==> config.mk <==
export PLATFORM = sky130hd
export DESIGN_NAME = piso_frame_tx_flat
export DESIGN_NICKNAME = d
export VERILOG_FILES = /design/src/rtl/piso_frame_tx_pkg.sv /design/src/rtl/piso_frame_tx_if.sv /design/src/rtl/piso_frame_tx_frame_bit_cnt.sv /design/src/rtl/piso_frame_tx.sv /design/src/flat_wrapper.sv
export SDC_FILE = /design/constraint.sdc
export NUM_CORES = 1
export LEC_CHECK = 0
export ABC_CLOCK_PERIOD_IN_PS = 1800
export BUFFER_PORTS_ARGS = -buffer_cell sky130_fd_sc_hd__buf_2
export CORE_UTILIZATION = 30
export CTS_CLUSTER_SIZE = 16
export DETAILED_ROUTE_END_ITERATION = 6
export REMOVE_ABC_BUFFERS = 1
export SYNTH_ARGS = -nofsm -noshare
export SYNTH_HDL_FRONTEND = slang
export SYNTH_HIERARCHICAL = 1
export SYNTH_SLANG_ARGS = --single-unit
export TNS_END_PERCENT = 30
==> constraint.sdc <==
create_clock -name clk -period 1.8 [get_ports clk]
set_clock_uncertainty 0.2 [all_clocks]
set_input_delay 0.36 -clock clk [delete_from_list [all_inputs] [get_ports clk]]
set_output_delay 0.36 -clock clk [all_outputs]
set_load 0.02 [all_outputs]
==> src/rtl/piso_frame_tx_pkg.sv <==
// Shared types and helpers for the PISO frame serializer.
package piso_frame_pkg;

    typedef enum logic {
        IDLE  = 1'b0,
        SHIFT = 1'b1
    } state_e;

    typedef enum logic [1:0] {
        PAR_NONE = 2'd0,
        PAR_EVEN = 2'd1,
        PAR_ODD  = 2'd2
    } parity_e;

    // Total serial bits per frame: start + data + optional parity + stop.
    function automatic int unsigned frame_len(input int unsigned dw,
                                              input int unsigned parity,
                                              input int unsigned stop_bits);
        return 32'd1 + dw + ((parity != 32'd0) ? 32'd1 : 32'd0) + stop_bits;
    endfunction

endpackage

==> src/rtl/piso_frame_tx_if.sv <==
// Parallel word handshake between the TX controller and the serializer.
interface piso_frame_tx_if #(
    parameter int unsigned DW = 8
);
    logic          in_valid;
    logic [DW-1:0] in_data;
    logic          in_ready;

    modport master (output in_valid, output in_data, input in_ready);
    modport slave  (input in_valid, input in_data, output in_ready);
endinterface

==> src/rtl/piso_frame_tx_frame_bit_cnt.sv <==
// Saturating bit counter; tc_c flags the enable that brings the count to MAX.
module frame_bit_cnt #(
    parameter int unsigned MAX = 11
) (
    input  logic clk,
    input  logic reset,
    input  logic clr,
    input  logic en,
    output logic tc_c
);
    localparam int unsigned CW = $clog2(MAX + 1);

    logic [CW-1:0] cnt;

    // Count enabled bits, clear has priority, never wrap past MAX.
    always_ff @(posedge clk or negedge reset) begin
        if (!reset) begin
            cnt <= '0;
        end else if (clr) begin
            cnt <= '0;
        end else if (en && (cnt != CW'(MAX))) begin
            cnt <= cnt + CW'(1);
        end
    end

    assign tc_c = en && (cnt == CW'(MAX - 1));

endmodule

==> src/rtl/piso_frame_tx.sv <==
// Frame serializer: loads start/data/parity/stop into a shift register and
// shifts it out MSB-of-register first, one bit per baud tick.
module piso_frame_tx
    import piso_frame_pkg::*;
#(
    parameter int unsigned DW        = 8,
    parameter int unsigned PARITY    = 1,
    parameter int unsigned STOP_BITS = 1
) (
    input  logic                clk,
    input  logic                reset,
    input  logic                tick,
    input  logic                flush,
    input  logic                msb_first,
    piso_frame_tx_if.slave      bus,
    output logic                out,
    output logic                busy,
    output logic                done
);
    localparam int unsigned FL = frame_len(DW, PARITY, STOP_BITS);

    state_e        state;
    logic [FL-1:0] sr;
    logic [FL-1:0] frame_c;
    logic [DW-1:0] data_ord_c;
    logic          par_bit_c;
    logic          load_c;
    logic          adv_c;
    logic          last_c;

    assign load_c = (state == IDLE) && bus.in_valid && !flush;
    assign adv_c  = (state == SHIFT) && tick && !flush;

    frame_bit_cnt #(.MAX(FL)) u_cnt (
        .clk   (clk),
        .reset (reset),
        .clr   (load_c | flush),
        .en    (adv_c),
        .tc_c  (last_c)
    );

    // Assemble the frame image; data order is fixed here so shifting is one-way.
    always_comb begin
        data_ord_c = bus.in_data;
        if (!msb_first) begin
            for (int i = 0; i < int'(DW); i++) begin
                data_ord_c[i] = bus.in_data[int'(DW) - 1 - i];
            end
        end
        par_bit_c = (PARITY == 32'(PAR_ODD)) ? ~^bus.in_data : ^bus.in_data;
        frame_c = '1;
        frame_c[FL-1] = 1'b0;
        frame_c[FL-2 -: DW] = data_ord_c;
        if (PARITY != 32'(PAR_NONE)) begin
            frame_c[FL-2-DW] = par_bit_c;
        end
    end

    // Control FSM and shift register; flush outranks load and tick.
    always_ff @(posedge clk or negedge reset) begin
        if (!reset) begin
            state <= IDLE;
            sr    <= '1;
            done  <= 1'b0;
        end else begin
            done <= 1'b0;
            if (flush) begin
                state <= IDLE;
                sr    <= '1;
            end else if (load_c) begin
                state <= SHIFT;
                sr    <= frame_c;
            end else if (adv_c) begin
                sr <= {sr[FL-2:0], 1'b1};
                if (last_c) begin
                    state <= IDLE;
                    done  <= 1'b1;
                end
            end
        end
    end

    assign out          = flush | sr[FL-1];
    assign busy         = (state == SHIFT);
    assign bus.in_ready = (state == IDLE) && !flush;

endmodule
==> src/flat_wrapper.sv <==
// flat-port wrapper written by rule: the top's interface ports become plain ports
module piso_frame_tx_flat import piso_frame_pkg::*;
#(
    parameter int unsigned DW        = 8,
    parameter int unsigned PARITY    = 1,
    parameter int unsigned STOP_BITS = 1
)
  (clk, reset, tick, flush, msb_first, out, busy, done, bus_in_valid, bus_in_data, bus_in_ready);
  piso_frame_tx_if #(.DW(DW)) bus_i ();
  input  logic clk;
  input  logic reset;
  input  logic tick;
  input  logic flush;
  input  logic msb_first;
  output logic out;
  output logic busy;
  output logic done;
  input wire logic [$bits(bus_i.in_valid)-1:0] bus_in_valid;
  input wire logic [$bits(bus_i.in_data)-1:0] bus_in_data;
  output wire logic [$bits(bus_i.in_ready)-1:0] bus_in_ready;
  assign bus_i.in_valid = bus_in_valid;
  assign bus_i.in_data = bus_in_data;
  assign bus_in_ready = bus_i.in_ready;
  piso_frame_tx #(.DW(DW), .PARITY(PARITY), .STOP_BITS(STOP_BITS)) u_core (.clk(clk), .reset(reset), .tick(tick), .flush(flush), .msb_first(msb_first), .bus(bus_i), .out(out), .busy(busy), .done(done));
endmodule
== Yosys cells after proc, flatten, opt, wreduce, memory -nomap -nowiden ==
Cells that the tools add are included.
Word-level totals
  flip-flop bits (word level): 17
  logic and storage cells: 37
Operators by class
  add/sub/neg operators: 1
  equal/unequal tests: 2
  multiplexer cells: 14
  bitwise logic cells: 3
  reductions and logical operators: 13
Operator list (number)
  two-way mux 11 bit: 3
  two-way mux 1 bit: 8
  two-way mux 4 bit: 2
  two-way mux 8 bit: 1
  parity 8 bit: 1
  logical AND 1 bit: 7
  nonzero test 3 bit: 2
  adder 4 x 1 -> 4 bit (second input constant): 1
  == test 4 bit (second input constant): 1
  inequality test 4 bit (second input constant): 1
  OR 1 bit: 2
  AND reduction 2 bit: 1
  nonzero test 2 bit: 1
  logical NOT 1 bit: 1
  NOT 1 bit: 1

== Logic depth before layout (Yosys ltp) ==
Gate-level depths: netlist of the first run.
  depth after elaboration: 7
  gate-level depth with buffers: 6

== Hierarchy ==
The synthesis of the first run kept the hierarchy.
By module, submodules not included
  piso_frame_tx: times used 1, cells an instance 89, area an instance 819.5 µm²
  frame_bit_cnt: times used 1, cells an instance 23, area an instance 241.5 µm²

== Worst setup path after synthesis of the first run ==
OpenSTA, ideal clock, no wires.
  path type: register -> register
  start point: reg u_core.state (netlist: u_core/busy)
  end point: reg u_core.u_cnt.cnt[0]
  setup time: 0.128 ns
  arrival time: 1.454 ns
  required time: 1.472 ns
  path slack: 0.018 ns
  cell stages (with the launch flop): 6
  path buffers: 1
  clock period less this slack: 1.782 ns
  cells stage by stage: dfrtp_1 > nand2_1 > buf_2 > nor2_1 > a21boi_2 > mux2_1
RTL lines
  start, declared: RTL line piso_frame_tx.sv:22  | state_e state;
  start signal, assigned: RTL line piso_frame_tx.sv:62  | state <= IDLE;
  start signal, assigned: RTL line piso_frame_tx.sv:68  | state <= IDLE;
  start signal, assigned: RTL line piso_frame_tx.sv:71  | state <= SHIFT;
  logical AND 1 bit (2 in series): RTL line piso_frame_tx.sv:32  | assign adv_c = (state == SHIFT) && tick && !flush;
  named net u_core.adv_c: RTL line piso_frame_tx.sv:28  | logic adv_c;
  logical AND 1 bit: RTL line piso_frame_tx_frame_bit_cnt.sv:21  | end else if (en && (cnt != CW'(MAX))) begin
  nonzero test 2 bit (no line)
  end signal, assigned: RTL line piso_frame_tx_frame_bit_cnt.sv:22  | cnt <= cnt + CW'(1);
  end, declared: RTL line piso_frame_tx_frame_bit_cnt.sv:13  | logic [CW-1:0] cnt;
The timed path passes the listed nets, and every way through them passes these cells.
A chain may end at the register's enable or synchronous reset.

== Worst setup path after layout of the first run ==
  start point: reg u_core.state (netlist: u_core/busy)
  end point: reg u_core.u_cnt.cnt[1]
Between the ends
  longest elaborated chain between the ends: 5
RTL lines
  NOT 1 bit: RTL line piso_frame_tx.sv:31  | assign load_c = (state == IDLE) && bus.in_valid && !flush;
  logical AND 1 bit (2 in series): RTL line piso_frame_tx.sv:31
  OR 1 bit: RTL line piso_frame_tx.sv:37  | .clr (load_c | flush),
  two-way mux 4 bit or nonzero test 2 bit (tied branches)
Parallel ways exist; a longest one is shown, timed or not.

==> summary.txt, run 1 <==
Outcome
  – Status: complete, no violations

STA
  – RSZ-0062 raised after global routing: no
  – Hold_ws: 0.105 ns
  – Final hold vios: 0
  – Final setup viols: 0
  – Slew margin rel.: 75.0%
  – Fin crit period: 1.63 ns
  – Maximum clock frequency: 614 MHz
  – Max-slew violation count: 0
  – Least-Margin Pin Slew: 0.375 ns
  – Fin crit share: 90.5%
  – Setup_tns: 0 ns

Floorplanning
  – # rows: 21
  – Top Ports: 18
  – Core Box Area: 3360 um2
  – Die Area: 3780 um2
  – Die Wd: 61.5 um
  – Die H: 61.5 um
  – Initial Utilization: 31.5%

Critical path
  – Slowest stage delay, CP: 0.43 ns
  – Crit end category: flop
  – Critical path fanouts, max: 20
  – WP data required: 1.76 ns
  – CP delay by family, top: simple AND/OR/NAND/NOR gates
  – Slowest CP cell: dfrtp_1
  – Setup CP Type: reg -> reg
  – Worst path bufs/invs: 0
  – CP cell instances: nand2b_4, nand2b_1, nor2_1, mux2_1
  – CP Data Arrival Time: 1.59 ns
  – CP Launch Type: flop

Finish
  – Area Overhead vs Synth: 16.4%
  – # nets final: 148
  – Layout cells sized above 1: 35.9%
  – Final core occ: 36.7%
  – Ant. Diodes: 0

Clocking
  – Clock transition at path regs: 0.10 ns
  – Deepest clock path buffer count: 2
  – Number of CTS-inserted buffers: 3
  – Htree depth: 1
  – Root buffer cell: clkbuf_4
  – CTS Sinks: 16
  – Worst-Skew Late Latency: 0.29 ns
  – CTS tree: built
  – Cts repair resizes: 0

Power
  – PD cells: 672 nW/um2
  – Max IR drop VDD: 0.305 mV
  – LEAKAGE: 0.540 nW
  – Total power: 0.000829 W

Synth
  – Mapped Cells: 112
  – Main synth FF type: dfstp_2
  – Ranking of synthesized cells by area: dfstp_2 (25%), dfrtp_1 (14%), a211oi_2 (9.4%)
  – Count leader, synth: nand2_1
  – Leading area contributor after synthesis: dfstp_2
  – Post-synthesis cell area: 1060 um2
  – Sequential share of the synthesized area: 38.9%
  – Proportion of netlist area held by the largest area contributor: 24.8%
  – Avg Inst Size Synth: 9.47 um2
  – Synth warn: 6
  – Synthesized flop and latch total: 16
  – Synth top cells by count: nand2_1 (19), nor2_1 (11), dfstp_2 (10)
  – Netlist cell types: 31
  – FFs w/ async S/R, synth: 100%
  – EDFF count, synth: 0

Place
  – RePlAce Congestion: 0.773
  – Quantity of I/O buffers inserted on ports: 17
  – Detailed placement HPWL: 1490 um

Min path
  – Hold Path Class: in -> reg

Drt
  – Number of DRC markers in iteration 0: 34
  – Residual DRC count: 0
  – Routed len/inst: 11.1 um
  – Vias/cell: 4.62
  – Antenna Nets Post-Route: 0
  – Pre-antenna DRT Iters: 4
  – Detailed Route WL: 1970 um
  – Via count: 818

GRT
  – Vias in the first global route: 793
  – Initial antenna violation count: 0
  – Largest net degree at the start of global routing: 21
  – First-pass GRT wire length: 3250 um
  – Overflow after GRT: 0
  – GRT Total Usage: 11.8%

Run
  – Max-Cap Viols: 0
flip-flops by register name, indices dropped and copies added, names as in the netlist:
name and count:
u_core/sr 10, u_core/u_cnt/cnt 4, u_core/busy 1, u_core/done 1
worst paths after layout:
check                              start                  end  slack [ns]  cells after the start
max                          u_core/busy  u_core/u_cnt/cnt[1]        0.17                      4
min                                flush          u_core/busy        0.10                      2
max reg2reg                  u_core/busy  u_core/u_cnt/cnt[1]        0.17                      4
min reg2reg                u_core/sr[10]        u_core/sr[10]        0.27                      2
max in group asynchronous          reset         u_core/sr[9]        0.78                      2
min in group asynchronous          reset  u_core/u_cnt/cnt[0]        0.30                      2
through the flow:
| step | instance area, um2 | setup WS (ns) | cells |
|---|---|---|---|
| floorplan | 1020 | -0.000476 | 106 |
| global placement | 1190 | 0.236 | 172 |
| detailed placement | 1190 | 0.181 | 172 |
| CTS | 1230 | 0.154 | 177 |
| global route | 1230 | 0.0805 | 177 |
| finish | 1230 | 0.171 | 177 |
worst register-to-register path, stage by stage (launching register included):
cell	delay, ns
dfrtp_1	0.43
nand2b_4	0.27
nand2b_1	0.23
nor2_1	0.07
mux2_1	0.30
metal layers:
layer  share of wire [%]  track usage, %  up-vias  wire length, um
li1                    -               -      418                -
met1                  49            14.2      387              967
met2                  48            21.4       11              946
met3                 2.7            1.89        2               54
met4                0.20            3.81        0                4
met5                   0               0        -                0
area by class of cell:
cell class	count	area, um2
Sequential cell	16	413
Inverter	1	3.75
Tap cell	46	57.6
Fill cell	379	2130
Multi-Input combinational cell	89	607
Clock buffer	4	36.3
Timing Repair Buffer	21	118
kinds of logic (layout without fill, tap and decap cells):
kind of cell             after synthesis  in the layout  share of synthesized area (%)
AO/OA/AOI/OAI                         20             20                           17.2
multiplexers                           3              3                           3.07
AND/OR/NAND/NOR                       56             56                           27.9
XOR/XNOR                               8              8                           6.60
buffers and inverters                  7             26                           3.89
adder cells (fa/ha/maj)                2              2                           2.36
flip-flops                            16             16                           38.9
what timing repair did:
item / in CTS / in global routing
endpoints found under the hold margin: 6 / 0
hold buffers: 1 / 0
buffers inserted: 0 / 0
cells in the final DEF (no fill, tap or decap), drive strengths merged:
| cell type | instances |
|---|---|
| buf | 20 |
| nand2 | 19 |
| nor2 | 11 |
| dfstp | 10 |
| a211oi | 9 |
| or2 | 9 |
| a31oi | 8 |
| xnor2 | 7 |
| dfrtp | 6 |
| and2b | 5 |
| nor2b | 5 |
| clkbuf | 4 |
| and2 | 2 |
| mux2 | 2 |
| ha | 2 |
| nand2b | 2 |
| dlygate4sd3 | 1 |
| a32oi | 1 |
| nand3 | 1 |
| a21oi | 1 |
| inv | 1 |
| and3 | 1 |
| nand4 | 1 |
| xor2 | 1 |
| a21boi | 1 |
| mux2i | 1 |
power breakdown:
group          total, W  internal, W  switching, W
combinational  0.000183    0.0000825      0.000101
clock          0.000238     0.000123      0.000115
sequential     0.000408     0.000395     0.0000123
total          0.000829     0.000601      0.000228
No activity file was read; power rests on OpenSTA's default activity.
==> run 2, diff against run 1 <==
--- a/config.mk
+++ b/config.mk
@@ -10,7 +10,9 @@
 export CORE_UTILIZATION = 30
 export CTS_CLUSTER_SIZE = 16
 export DETAILED_ROUTE_END_ITERATION = 6
+export GPL_TIMING_DRIVEN = 0
 export REMOVE_ABC_BUFFERS = 1
+export SKIP_CTS_REPAIR_TIMING = 1
 export SYNTH_ARGS = -nofsm -noshare
 export SYNTH_HDL_FRONTEND = slang
 export SYNTH_HIERARCHICAL = 1
==> run 2 against run 1 <==
Effect of this change: sequential cell count is the same; sequential share of layout area up 0.34 points; register-to-register slack got worse by 0.05 ns; critical endpoint unchanged.
==> summary.txt, run 2 (synthesized netlist as in run 1, its figures left out) <==
Outcome
  – Status: complete, no violations

STA
  – Max-slew violation count: 0
  – Fin crit period: 1.68 ns
  – Maximum clock frequency: 594 MHz
  – Final setup viols: 0
  – Final hold vios: 0
  – Fin crit share: 93.5%
  – RSZ-0062 raised after global routing: no
  – Least-Margin Pin Slew: 0.362 ns
  – Slew margin rel.: 75.9%

Floorplanning
  – # rows: 21
  – Core Box Area: 3360 um2
  – Die Area: 3780 um2
  – Top Ports: 18
  – Die Wd: 61.5 um
  – Initial Utilization: 31.5%
  – Die H: 61.5 um

Clocking
  – Root buffer cell: clkbuf_4
  – Htree depth: 1
  – Clock transition at path regs: 0.10 ns
  – Number of CTS-inserted buffers: 3
  – CTS tree: built
  – CTS Sinks: 16
  – Worst-Skew Late Latency: 0.28 ns
  – Deepest clock path buffer count: 2

GRT
  – Initial antenna violation count: 0
  – GRT Total Usage: 12.9%
  – Vias in the first global route: 872
  – Overflow after GRT: 0
  – Largest net degree at the start of global routing: 21
  – First-pass GRT wire length: 3600 um

Place
  – Quantity of I/O buffers inserted on ports: 17
  – Detailed placement HPWL: 1470 um
  – Placed cell area: 1170 um2
  – Placed cell count: 169
  – RePlAce Congestion: 0.749

Drt
  – Detailed Route WL: 2020 um
  – Via count: 811
  – Routed len/inst: 11.6 um
  – Number of DRC markers in iteration 0: 34
  – Antenna Nets Post-Route: 0
  – Pre-antenna DRT Iters: 4
  – Vias/cell: 4.66
  – Residual DRC count: 0

Finish
  – # nets final: 145
  – Highest-count cells in the layout ignoring fill and taps: nand2_1 (18), buf_2 (17), nor2_1 (10), dfstp_2 (10)
  – Layout cells sized above 1: 35.9%
  – Ant. Diodes: 0
  – Max FFs per register: 10
  – Area Overhead vs Synth: 15.2%
  – Top reg by flops: u_core/sr
  – Largest regs: u_core/sr: 10 flops, u_core/u_cnt/cnt: 4 flops
  – Commonest non-fill, non-tap cell in the layout: nand2_1
  – Post-route insts no fill: 174
  – Final instance area: 1220 um2

Min path
  – Hold Path Class: in -> reg
  – Worst hold start: bus_in_valid

Critical path
  – R2R Path Start: u_core/busy
  – CP Data Arrival Time: 1.65 ns
  – CP cell instances: nand2b_4, nand2b_1, nor2_1, mux2_1
  – Critical path fanouts, max: 20
  – Crit end category: flop
  – CP Launch Type: flop
  – CP Launch Point: u_core/busy
  – CP delay by family, top: simple AND/OR/NAND/NOR gates
  – Worst path bufs/invs: 0
  – Slowest CP cell: dfrtp_1
  – WP data required: 1.77 ns
  – Setup CP Type: reg -> reg
  – Slowest stage delay, CP: 0.47 ns

Power
  – LEAKAGE: 0.532 nW
  – PD cells: 673 nW/um2
  – Max IR drop VDD: 0.312 mV

Run
  – Max-Cap Viols: 0
## run 2: cell types whose count changed in the layout (fill, tap and decap cells not counted)
cell	delta
nand2_1	-1
buf_4	-3
nor2_1	-1
nand2_4	+1
nor2_2	+1
## run 2: power breakdown
group          internal, W  switching, W
registers         0.000395     0.0000134
clock network     0.000123      0.000112
logic            0.0000794     0.0000999
## run 2: path summary, 6_finish.rpt
path / endpoint / slack, ns / cells after the start
worst max-delay path: u_core/u_cnt/cnt[1] / 0.12 / 4
worst max register to register: u_core/u_cnt/cnt[1] / 0.12 / 4
worst min-delay path: u_core/busy / 0.18 / 3
worst min register to register: u_core/sr[10] / 0.27 / 2
min in group asynchronous: u_core/u_cnt/cnt[1] / 0.31 / 2
max in group asynchronous: u_core/sr[1] / 0.78 / 2
## run 2: final cells by class
| cell class | count | area [um2] |
|---|---|---|
| Inverter | 1 | 3.75 |
| Multi-Input combinational cell | 89 | 617 |
| Timing Repair Buffer | 18 | 95.1 |
| Tap cell | 46 | 57.6 |
| Clock buffer | 4 | 36.3 |
| Fill cell | 385 | 2140 |
| Sequential cell | 16 | 413 |
## run 2: tightest hold or removal path, stage by stage
cell and delay, ns:
buf_2 0.12, nor2_1 0.09, a211oi_1 0.06
## run 2: stage by stage
| step | power (W) | setup TNS [ns] | hold WS [ns] | utilization, % | worst slack (ns) |
|---|---|---|---|---|---|
| CTS | 0.000830 | -0.240 | -0.222 | 35.8 | -0.121 |
| finish | 0.000823 | 0 | 0.175 | 36.3 | 0.117 |
| detailed placement | 0.000592 | -0.210 | 0.0946 | 34.7 | -0.110 |
| global route | 0.000884 | 0 | 0.151 | 36.3 | 0.0194 |
| global placement | 0.000586 | -0.112 | 0.0874 | 34.7 | -0.0561 |
| floorplan | 0.000527 | -0.000951 | -0.136 | - | -0.000476 |
## run 2: routing by layer
metal	share of wire [%]	vias to the layer above	GRT usage [%]
met2	48	15	24.7
met4	0.50	0	3.81
met3	3.7	2	1.89
met5	0	-	0
li1	-	410	-
met1	48	384	14.6
==> run 3, diff against run 2 <==
--- a/config.mk
+++ b/config.mk
@@ -11,7 +11,7 @@
 export CTS_CLUSTER_SIZE = 16
 export DETAILED_ROUTE_END_ITERATION = 6
 export GPL_TIMING_DRIVEN = 0
-export REMOVE_ABC_BUFFERS = 1
+export MAX_ROUTING_LAYER = met4
 export SKIP_CTS_REPAIR_TIMING = 1
 export SYNTH_ARGS = -nofsm -noshare
 export SYNTH_HDL_FRONTEND = slang
==> run 3 against run 2 <==
Effect of this change: routed wire length grew 2.5%; cell count grew 4.0%; critical endpoint is now out; clock power shrank 19%; maximum frequency shrank 2.5%; global-route usage shrank 0.57 points; utilization grew 1.0 points; first-iteration DRC count shrank 2.9%; sequential power is essentially flat; sequential share of layout area shrank 0.91 points; non-clock buffer count grew 7; sequential cell count is the same.
==> summary.txt, run 3 (synthesized netlist as in run 1, its figures left out) <==
Outcome
  – Status: complete, no violations

Critical path
  – CP Data Arrival Time: 1.17 ns
  – R2R Path Start: u_core/busy
  – Crit end category: output pin
  – Setup CP Type: in -> out
  – CP Launch Point: flush
  – R2R cell count: 5
  – R2R setup slack: 0.11 ns
  – WP data required: 1.24 ns
  – RR Endpoint: u_core/u_cnt/cnt[0]
  – CP Launch Type: input port
  – Critical path fanouts, max: 10

STA
  – Post-route setup slack: 0.0727 ns
  – Max-slew violation count: 0
  – Slew margin rel.: 76.1%
  – Fin crit share: 96.0%
  – Final hold vios: 0
  – Final setup viols: 0
  – Least-Margin Pin Slew: 0.358 ns
  – Setup_tns: 0 ns
  – RSZ-0062 raised after global routing: no
  – Fin crit period: 1.73 ns
  – Maximum clock frequency: 579 MHz

Drt
  – Detailed Route WL: 2070 um
  – Residual DRC count: 0
  – Routed len/inst: 11.4 um
  – Number of DRC markers in iteration 0: 33
  – Vias/cell: 4.73
  – Pre-antenna DRT Iters: 4
  – Antenna Nets Post-Route: 0
  – Via count: 857

Finish
  – Layout cells sized above 1: 37.8%
  – Final core occ: 37.4%
  – Max FFs per register: 10
  – Fillcell total: 381
  – # nets final: 152
  – Largest regs: u_core/sr: 10 flops, u_core/u_cnt/cnt: 4 flops
  – Ant. Diodes: 0
  – Commonest non-fill, non-tap cell in the layout: buf_2
  – Top reg by flops: u_core/sr
  – Highest-count cells in the layout ignoring fill and taps: buf_2 (20), nand2_1 (19), nor2_1 (10), dfstp_2 (10)
  – Area Overhead vs Synth: 18.4%

Min path
  – Hold Path Class: in -> reg
  – Hold path endpoint: u_core/busy
  – Worst hold start: bus_in_valid
  – Worst Hold Path Cells: 3

Clocking
  – Worst-Skew Late Latency: 0.28 ns
  – Deepest clock path buffer count: 2
  – Htree depth: 1
  – CTS tree: built
  – Clock transition at path regs: 0.09 ns
  – CTS Sinks: 16
  – Number of CTS-inserted buffers: 3
  – Root buffer cell: clkbuf_4

Floorplanning
  – Die Area: 3780 um2
  – Core Box Area: 3360 um2
  – Initial Utilization: 31.5%
  – # rows: 21
  – Top Ports: 18
  – Die H: 61.5 um
  – Die Wd: 61.5 um

GRT
  – Initial antenna violation count: 0
  – Vias in the first global route: 805
  – Overflow after GRT: 0
  – GRT Total Usage: 12.3%
  – Largest net degree at the start of global routing: 17
  – First-pass GRT wire length: 3330 um

Place
  – Quantity of I/O buffers inserted on ports: 17
  – Detailed placement HPWL: 1620 um
  – RePlAce Congestion: 0.724
  – Setup WS pre-CTS: -0.0666 ns

Power
  – Max IR drop VDD: 0.236 mV
  – LEAKAGE: 0.551 nW
  – PD cells: 630 nW/um2

Synth
  – Mapped Nets: 128

Run
  – Max-Cap Viols: 0
-- run 3: cell count changes in the layout (fill, tap and decap cells not counted) --
cell and delta:
clkbuf_1 +1, clkbuf_8 -1, nor2_4 +1, nand2_1 +1, buf_4 +2, clkbuf_2 +1, buf_6 +1, buf_2 +3
nor2_2 -1, nand2_4 -1
-- run 3: worst max path at each step --
stage                                endpoint  slack (ns)
final                                     out        0.07
after global routing      u_core/u_cnt/cnt[1]      0.0009
after CTS                 u_core/u_cnt/cnt[0]       -0.06
after detailed placement  u_core/u_cnt/cnt[0]       -0.07
after global placement    u_core/u_cnt/cnt[0]       -0.03
after floorplan           u_core/u_cnt/cnt[0]        0.02
-- run 3: through the flow --
step,std cells,total power [W],cell area (um2),hold WS (ns)
3_5_place_dp,175,0.000602,1200,0.0906
6_report,181,0.000792,1260,0.180
3_3_place_gp,175,0.000597,1200,0.0863
2_1_floorplan,112,0.000541,1060,-0.136
4_1_cts,179,0.000799,1230,-0.220
5_1_grt,181,0.000846,1260,0.182
-- run 3: final cells by class --
class / instances / area [um2] / share of cell area (%)
clock buffers: 4 / 26.3 / 2.09
repair buffers: 19 / 103 / 8.17
well taps: 46 / 57.6 / 4.58
inverters: 1 / 3.75 / 0.299
plain buffers: 6 / 38.8 / 3.09
flip-flops and latches: 16 / 413 / 32.9
multi-input cells: 89 / 614 / 48.9
-- run 3: routing by layer --
metal	wire, um	GRT usage (%)	up-vias
li1	-	-	425
met5	0	-	-
met1	952	13.5	415
met2	1010	22.2	15
met4	14	4.76	0
met3	86	1.89	2
-- run 3: critical path, cell delays in order --
cell      delay (ns)
buf_2           0.15
clkbuf_2        0.18
or2_2           0.31
buf_2           0.16
-- run 3: power by group --
| group | leakage [nW] | total, W | internal (W) | switching, W |
|---|---|---|---|---|
| combinational | 0.349 | 0.000194 | 0.0000886 | 0.000105 |
| sequential | 0.188 | 0.000407 | 0.000395 | 0.0000116 |
| clock | 0.0150 | 0.000191 | 0.0000858 | 0.000105 |
| total | 0.551 | 0.000792 | 0.000570 | 0.000222 |
